<file path="src/rtl/carbonio_pkg.sv">
// Shared types and the round-robin search helper for the carbonio FIFO arbiter.
// Latency: n/a (types and a combinational function only).
// Backpressure: n/a.
package carbonio_pkg;

    localparam int unsigned RR_MAX   = 8;
    localparam int unsigned RR_IDX_W = 3;
    localparam int unsigned RR_CNT_W = RR_IDX_W + 1;

    typedef enum logic [0:0] {
        ARB    = 1'b0,
        LOCKED = 1'b1
    } arb_state_e;

    // Returns {found, idx}: first set bit of valid at or after ptr, wrapping modulo n.
    function automatic logic [RR_IDX_W:0] rr_pick(
        input logic [RR_MAX-1:0]   valid,
        input logic [RR_IDX_W-1:0] ptr,
        input logic [RR_CNT_W-1:0] n
    );
        logic                found;
        logic [RR_IDX_W-1:0] idx;
        logic [RR_CNT_W-1:0] off;
        logic [RR_CNT_W-1:0] k;
        found = 1'b0;
        idx   = '0;
        for (int i = 0; i < RR_MAX; i++) begin
            off = RR_CNT_W'(i);
            k   = {1'b0, ptr} + off;
            if (k >= n) begin
                k = k - n;
            end
            if (!found && (off < n) && valid[k[RR_IDX_W-1:0]]) begin
                found = 1'b1;
                idx   = k[RR_IDX_W-1:0];
            end
        end
        return {found, idx};
    endfunction

endpackage

</file>
<file path="src/rtl/carbonio_fifo.sv">
// Generic synchronous FIFO with registered occupancy count.
// Latency: a word pushed at edge N is at the head right after edge N (no bypass when empty).
// Backpressure: pushes while full and pops while empty are ignored.
module carbonio_fifo #(
    parameter  int WIDTH = 8,
    parameter  int DEPTH = 16,
    localparam int PTR_W = (DEPTH > 1) ? $clog2(DEPTH) : 1,
    localparam int CNT_W = $clog2(DEPTH + 1)
) (
    input  logic             clk,
    input  logic             rst_n,
    input  logic             push_vld,
    input  logic [WIDTH-1:0] push_dat,
    output logic             full,
    input  logic             pop_vld,
    output logic [WIDTH-1:0] pop_dat,
    output logic             empty,
    output logic [CNT_W-1:0] count
);

    logic [WIDTH-1:0] mem_q [DEPTH];
    logic [PTR_W-1:0] wr_ptr_q, wr_ptr_d;
    logic [PTR_W-1:0] rd_ptr_q, rd_ptr_d;
    logic [CNT_W-1:0] count_q, count_d;
    logic             do_push;
    logic             do_pop;

    function automatic logic [PTR_W-1:0] ptr_inc(input logic [PTR_W-1:0] p);
        return (p == PTR_W'(DEPTH - 1)) ? '0 : p + 1'b1;
    endfunction

    assign full    = (count_q == CNT_W'(DEPTH));
    assign empty   = (count_q == '0);
    assign count   = count_q;
    assign pop_dat = mem_q[rd_ptr_q];
    assign do_push = push_vld && !full;
    assign do_pop  = pop_vld && !empty;

    always_comb begin
        wr_ptr_d = wr_ptr_q;
        rd_ptr_d = rd_ptr_q;
        count_d  = count_q;
        if (do_push) begin
            wr_ptr_d = ptr_inc(wr_ptr_q);
        end
        if (do_pop) begin
            rd_ptr_d = ptr_inc(rd_ptr_q);
        end
        case ({do_push, do_pop})
            2'b10:   count_d = count_q + 1'b1;
            2'b01:   count_d = count_q - 1'b1;
            default: count_d = count_q;
        endcase
    end

    always_ff @(posedge clk or negedge rst_n) begin
        if (!rst_n) begin
            wr_ptr_q <= '0;
            rd_ptr_q <= '0;
            count_q  <= '0;
        end else begin
            wr_ptr_q <= wr_ptr_d;
            rd_ptr_q <= rd_ptr_d;
            count_q  <= count_d;
        end
    end

    // Storage needs no reset; the count alone defines which entries are live.
    always_ff @(posedge clk) begin
        if (do_push) begin
            mem_q[wr_ptr_q] <= push_dat;
        end
    end

endmodule

</file>
<file path="src/rtl/carbonio_fifo_arb.sv">
// Round-robin arbiter with burst lock sharing one tagged FIFO among NREQ requesters.
// Latency: grant is combinational; a pushed word appears on out_valid after the push edge.
// Backpressure: req_ready drops while the FIFO is full; out_ready stalls the head.
module carbonio_fifo_arb
    import carbonio_pkg::*;
#(
    parameter  int NREQ  = 4,
    parameter  int WIDTH = 8,
    parameter  int DEPTH = 16,
    localparam int SRC_W = (NREQ > 1) ? $clog2(NREQ) : 1,
    localparam int CNT_W = $clog2(DEPTH + 1)
) (
    input  logic                  clk,
    input  logic                  rst_n,
    input  logic [NREQ-1:0]       req_valid,
    input  logic [NREQ-1:0]       req_lock,
    input  logic [NREQ*WIDTH-1:0] req_data,
    output logic [NREQ-1:0]       req_ready,
    output logic                  out_valid,
    input  logic                  out_ready,
    output logic [WIDTH-1:0]      out_data,
    output logic [SRC_W-1:0]      out_src,
    output logic [CNT_W-1:0]      fifo_count,
    output logic [SRC_W-1:0]      grant_id,
    output logic                  grant_active
);

    localparam int FW = SRC_W + WIDTH;

    arb_state_e          state_q, state_d;
    logic [SRC_W-1:0]    rr_ptr_q, rr_ptr_d;
    logic [SRC_W-1:0]    lock_id_q, lock_id_d;

    logic [RR_MAX-1:0]   valid_pad;
    logic [RR_IDX_W-1:0] ptr_pad;
    logic [RR_IDX_W:0]   pick;
    logic [SRC_W-1:0]    grant_idx;
    logic                grant_vld;

    logic                fifo_full;
    logic                fifo_empty;
    logic                push_vld;
    logic                pop_vld;
    logic [FW-1:0]       push_dat;
    logic [FW-1:0]       head_dat;

    always_comb begin
        valid_pad                = '0;
        valid_pad[NREQ-1:0]      = req_valid;
        ptr_pad                  = '0;
        ptr_pad[SRC_W-1:0]       = rr_ptr_q;
        pick                     = rr_pick(valid_pad, ptr_pad, RR_CNT_W'(NREQ));
        // A locked owner keeps the grant even while it has nothing to send.
        if (state_q == LOCKED) begin
            grant_vld = 1'b1;
            grant_idx = lock_id_q;
        end else begin
            grant_vld = pick[RR_IDX_W];
            grant_idx = pick[SRC_W-1:0];
        end
    end

    always_comb begin
        req_ready = '0;
        for (int i = 0; i < NREQ; i++) begin
            if (grant_vld && !fifo_full && req_valid[i] && (grant_idx == SRC_W'(i))) begin
                req_ready[i] = 1'b1;
            end
        end
        push_vld = |req_ready;
        push_dat = {grant_idx, req_data[int'(grant_idx)*WIDTH +: WIDTH]};
    end

    always_comb begin
        state_d   = state_q;
        rr_ptr_d  = rr_ptr_q;
        lock_id_d = lock_id_q;
        if (push_vld) begin
            if (req_lock[grant_idx]) begin
                state_d   = LOCKED;
                lock_id_d = grant_idx;
            end else begin
                state_d  = ARB;
                rr_ptr_d = (grant_idx == SRC_W'(NREQ - 1)) ? '0 : grant_idx + 1'b1;
            end
        end
    end

    always_ff @(posedge clk or negedge rst_n) begin
        if (!rst_n) begin
            state_q   <= ARB;
            rr_ptr_q  <= '0;
            lock_id_q <= '0;
        end else begin
            state_q   <= state_d;
            rr_ptr_q  <= rr_ptr_d;
            lock_id_q <= lock_id_d;
        end
    end

    carbonio_fifo #(
        .WIDTH (FW),
        .DEPTH (DEPTH)
    ) u_fifo (
        .clk      (clk),
        .rst_n    (rst_n),
        .push_vld (push_vld),
        .push_dat (push_dat),
        .full     (fifo_full),
        .pop_vld  (pop_vld),
        .pop_dat  (head_dat),
        .empty    (fifo_empty),
        .count    (fifo_count)
    );

    assign out_valid    = !fifo_empty;
    assign pop_vld      = out_valid && out_ready;
    assign out_src      = head_dat[FW-1 -: SRC_W];
    assign out_data     = head_dat[WIDTH-1:0];
    assign grant_id     = grant_idx;
    assign grant_active = grant_vld;

endmodule
</file>
<file path="config.mk">
export PLATFORM = sky130hd
export DESIGN_NAME = carbonio_fifo_arb
export DESIGN_NICKNAME = d
export VERILOG_FILES = /design/src/rtl/carbonio_pkg.sv /design/src/rtl/carbonio_fifo.sv /design/src/rtl/carbonio_fifo_arb.sv
export SDC_FILE = /design/constraint.sdc
export NUM_CORES = 1
export LEC_CHECK = 0
export BUFFER_PORTS_ARGS = -buffer_cell sky130_fd_sc_hd__buf_4
export CAP_MARGIN = 15
export CORE_UTILIZATION = 45
export DETAILED_ROUTE_END_ITERATION = 8
export GPL_TIMING_DRIVEN = 0
export SKIP_CTS_REPAIR_TIMING = 1
export SYNTH_ARGS = -nofsm -noshare
export SYNTH_HDL_FRONTEND = slang
export SYNTH_SLANG_ARGS = --single-unit
</file>
<file path="constraint.sdc">
create_clock -name clk -period 6 [get_ports clk]
set_clock_uncertainty 0.15 [all_clocks]
set_input_delay 0.6 -clock clk [delete_from_list [all_inputs] [get_ports clk]]
set_output_delay 0.6 -clock clk [all_outputs]
set_load 0.02 [all_outputs]
</file>
==> summary.md <==
| Metric | Value |
|---|---|
| Initial core utilization | `46.2%` |
| Slew headroom | `21.3%` |
| Port bufs | `65` |
| Count of final max-slew check failures | `0` |
| Period utilization | `81.9%` |
| GP Congestion | `0.805` |
| Post-Route WL | `16100 um` |
| Total global routing overflow | `0` |
| Drt first-iter violations | `484` |
| Fillers | `1327` |
| First-pass DRT Iterations | `4` |
| Worst-Margin Slew | `1180 ps` |
| Post-DP HPWL | `11200 um` |
| I/O pin count | `66` |
| Synthesized area | `7670 um2` |
| VDD IR max | `0.000445 V` |
| Top-count cell post-synth | `edfxtp_1` |
| Num CTS Buffers | `17` |
| Layout cell share with drive strength beyond 1 | `34.5%` |
| CTS H-tree depth | `4` |
| Fraction of registers with async set or reset after synthesis | `10.1%` |
| Mapped Cells | `420` |
| Clock-pin slew on the worst setup and hold paths | `60 ps` |
| Crit start category | `register` |
| Post-synthesis sequential area ratio | `68.5%` |
| Non-Filler Instances | `750` |
| Number of global-route vias before repair | `4283` |
| Cell taking the most area after synthesis | `edfxtp_1` |
| Final setup fails | `0` |
| Highest clock rate | `203 MHz` |
| Post-synth EDFFs | `160` |
| Largest net degree at the start of global routing | `29` |
| Crit path time final | `4920 ps` |
| Ranking of synthesized cells by area | `edfxtp_1 63%, mux4_2 15%, dfrtp_1 5.9%` |
| Rows | `47` |
| DR vias | `4103` |
| Global-route wire length before repair | `25100 um` |
| Distinct cells, synth | `44` |
| CP Class | `reg -> reg` |
| Critical path data arrival time | `5080 ps` |
| Antenna violations before repair | `0` |
| Met2 Use GR | `33.2%` |
| Worst-Skew Late Latency | `430 ps` |
| Die Span Y | `133 um` |
| Adder-cell area share of the yosys netlist | `2.38%` |
| Fin nets | `574` |
| Pre-CTS WS | `720 ps` |
| Synthesis Warnings | `0` |
| Multi-input combinational cell area | `2260 um2` |
| M3 GR Usage | `5.02%` |
| Flops & latches, synth | `178` |
| Worst Hold Depth | `2` |
| Main synth FF type | `edfxtp_1` |
| Post-synthesis mux area share | `16.7%` |
| DR DRC count | `0` |
| Register area | `5260 um2` |
| Post-synthesis net count | `477` |
| Die width | `133 um` |
| Hold Path Class | `reg -> reg` |
| Grt peak-use layer | `met2` |
| Power Density | `586 nW/um2` |
| Clk buf depth | `2` |
| Clock Sinks | `178` |
| Post-DR vias/cell | `5.47` |
| Synth cell count leaders | `160 x edfxtp_1, 50 x mux4_2, 22 x nand2_1` |
| Final instance area | `9170 um2` |
| Mean post-synth cell area | `18.3 um2` |
| Met1 Track Usage GR | `26.3%` |
| Status | `finished clean` |
| Synth Area in XOR/XNOR | `0.800%` |
| Reg2reg path depth | `18` |
| Post-synthesis simple-gate area fraction | `5.29%` |
| Post-DR wirelength/cell | `21.5 um` |
| Die ar. | `17600 um2` |
| RSZ-0062 raised after global routing | `no` |
| Setup_tns | `0 ps` |
| Largest family of logic cells by synthesized area | `multiplexers` |
| Cells after DPL | `708` |
| Req. time, crit path | `6160 ps` |
| DRT antenna net count | `0` |
| Max-cap violations | `0` |
| CTS tree | `built` |
| Placed cell area | `8470 um2` |
| Post-synthesis compound-gate area fraction | `4.06%` |
| Critical Path Sink Type | `register` |
| Ant. Diodes | `0` |
| Gr usage total | `20.0%` |
| Top cell type's share of synthesized area | `62.7%` |
| Hold Violations, Final | `0` |
| Clk root buf | `clkbuf_16` |
| Area grow syn2layout | `19.7%` |
| Pleak | `3.23 nW` |
| Crit-path max FO | `20` |
| Core area | `16600 um2` |
| Final worst slack | `1080 ps` |
## area by class of cell
type	instances	share of cell area, %
repair buffers	78	6.61
clock buffers	17	4.64
flip-flops and latches	178	57.3
well taps	220	3.00
clock inverters	15	1.96
inverters	8	0.327
multi-input cells	208	24.7
plain buffers	26	1.49
## layout by cell type (no fill, tap or decap), types with 2 or more instances in the layout
cell type | Yosys | final
bufinv_16 | 0 | 3
mux2i_1 | 9 | 9
a21oi_1 | 12 | 12
nor2b_1 | 8 | 8
clkbuf_16 | 0 | 17
xor2_1 | 2 | 2
nand3_1 | 5 | 5
buf_2 | 7 | 7
nor3_2 | 0 | 4
buf_6 | 2 | 5
a21o_1 | 4 | 4
clkinvlp_4 | 0 | 2
xnor2_1 | 5 | 5
edfxtp_1 | 160 | 160
clkbuf_1 | 12 | 12
clkinv_2 | 0 | 2
inv_1 | 8 | 8
clkinv_4 | 0 | 2
nor2_1 | 20 | 20
nand2_1 | 22 | 22
clkinv_1 | 0 | 2
mux2_2 | 3 | 3
mux4_2 | 50 | 50
a211oi_1 | 8 | 8
inv_6 | 0 | 2
a31oi_1 | 3 | 3
nand2b_1 | 7 | 7
o21ai_0 | 8 | 8
ha_1 | 13 | 13
dfrtp_1 | 18 | 18
and2_1 | 3 | 3
and3b_1 | 2 | 2
buf_4 | 4 | 77
mux2_1 | 3 | 3
inv_8 | 0 | 2
## per-stage QoR
stage / util [%] / hold slack, ps / total power, W
floorplan: - / 154 / 0.00347
finish: 55.3 / 372 / 0.00537
detailed placement: 51.1 / 353 / 0.00426
CTS: 54.7 / -105 / 0.00539
global route: 55.3 / 418 / 0.00566
global placement: 50.8 / 339 / 0.00417
## state kept, by name, indices dropped and copies added (netlist names)
name             count
u_fifo.count         5
state_q              1
rr_ptr_q             2
u_fifo.rd_ptr_q      4
u_fifo.wr_ptr_q      4
lock_id_q            2
u_fifo.mem_q       160
## per-layer routing
| metal | vias up | share of wire, % |
|---|---|---|
| li1 | 1864 | - |
| met1 | 2090 | 42 |
| met2 | 137 | 51 |
| met3 | 12 | 5.2 |
| met4 | 0 | 1.5 |
| met5 | - | 0 |
## critical path: stages, from the launching register on
cell	delay, ps
dfrtp_1	430
nand2b_1	190
a31oi_2	280
a32oi_1	180
buf_4	210
buf_6	170
inv_1	540
ha_1	260
nand2_1	80
a41oi_1	480
buf_2	290
inv_1	120
ha_1	290
fa_1	430
a21o_1	180
a21oi_1	170
xor2_1	160
nor2_1	60
xnor2_1	130
## kinds of logic after synthesis
family,Yosys count
AOI/OAI and AO/OA,43
xor gates and xnor gates,7
adders and majority gates,14
buffers and inverters,34
DFF,178
muxes,65
and+or+nand+nor,79
## final timing paths
path / start / endpoint / slack (ps)
min in group asynchronous: rst_n / u_fifo.count[2] / 450
hold reg to reg: lock_id_q[1] / lock_id_q[1] / 370
max in group asynchronous: rst_n / rr_ptr_q[1] / 5030
hold / removal: lock_id_q[1] / lock_id_q[1] / 370
setup reg to reg: rr_ptr_q[1] / u_fifo.count[4] / 1080
setup / recovery: rr_ptr_q[1] / u_fifo.count[4] / 1080
## power by group
part           total, W  internal, W  leakage [nW]  switching, W
clock           0.00113     0.000660         0.293      0.000474
sequential      0.00194      0.00186          1.66     0.0000808
combinational   0.00229     0.000960          1.28       0.00133
(Power assumes the default switching activity.)
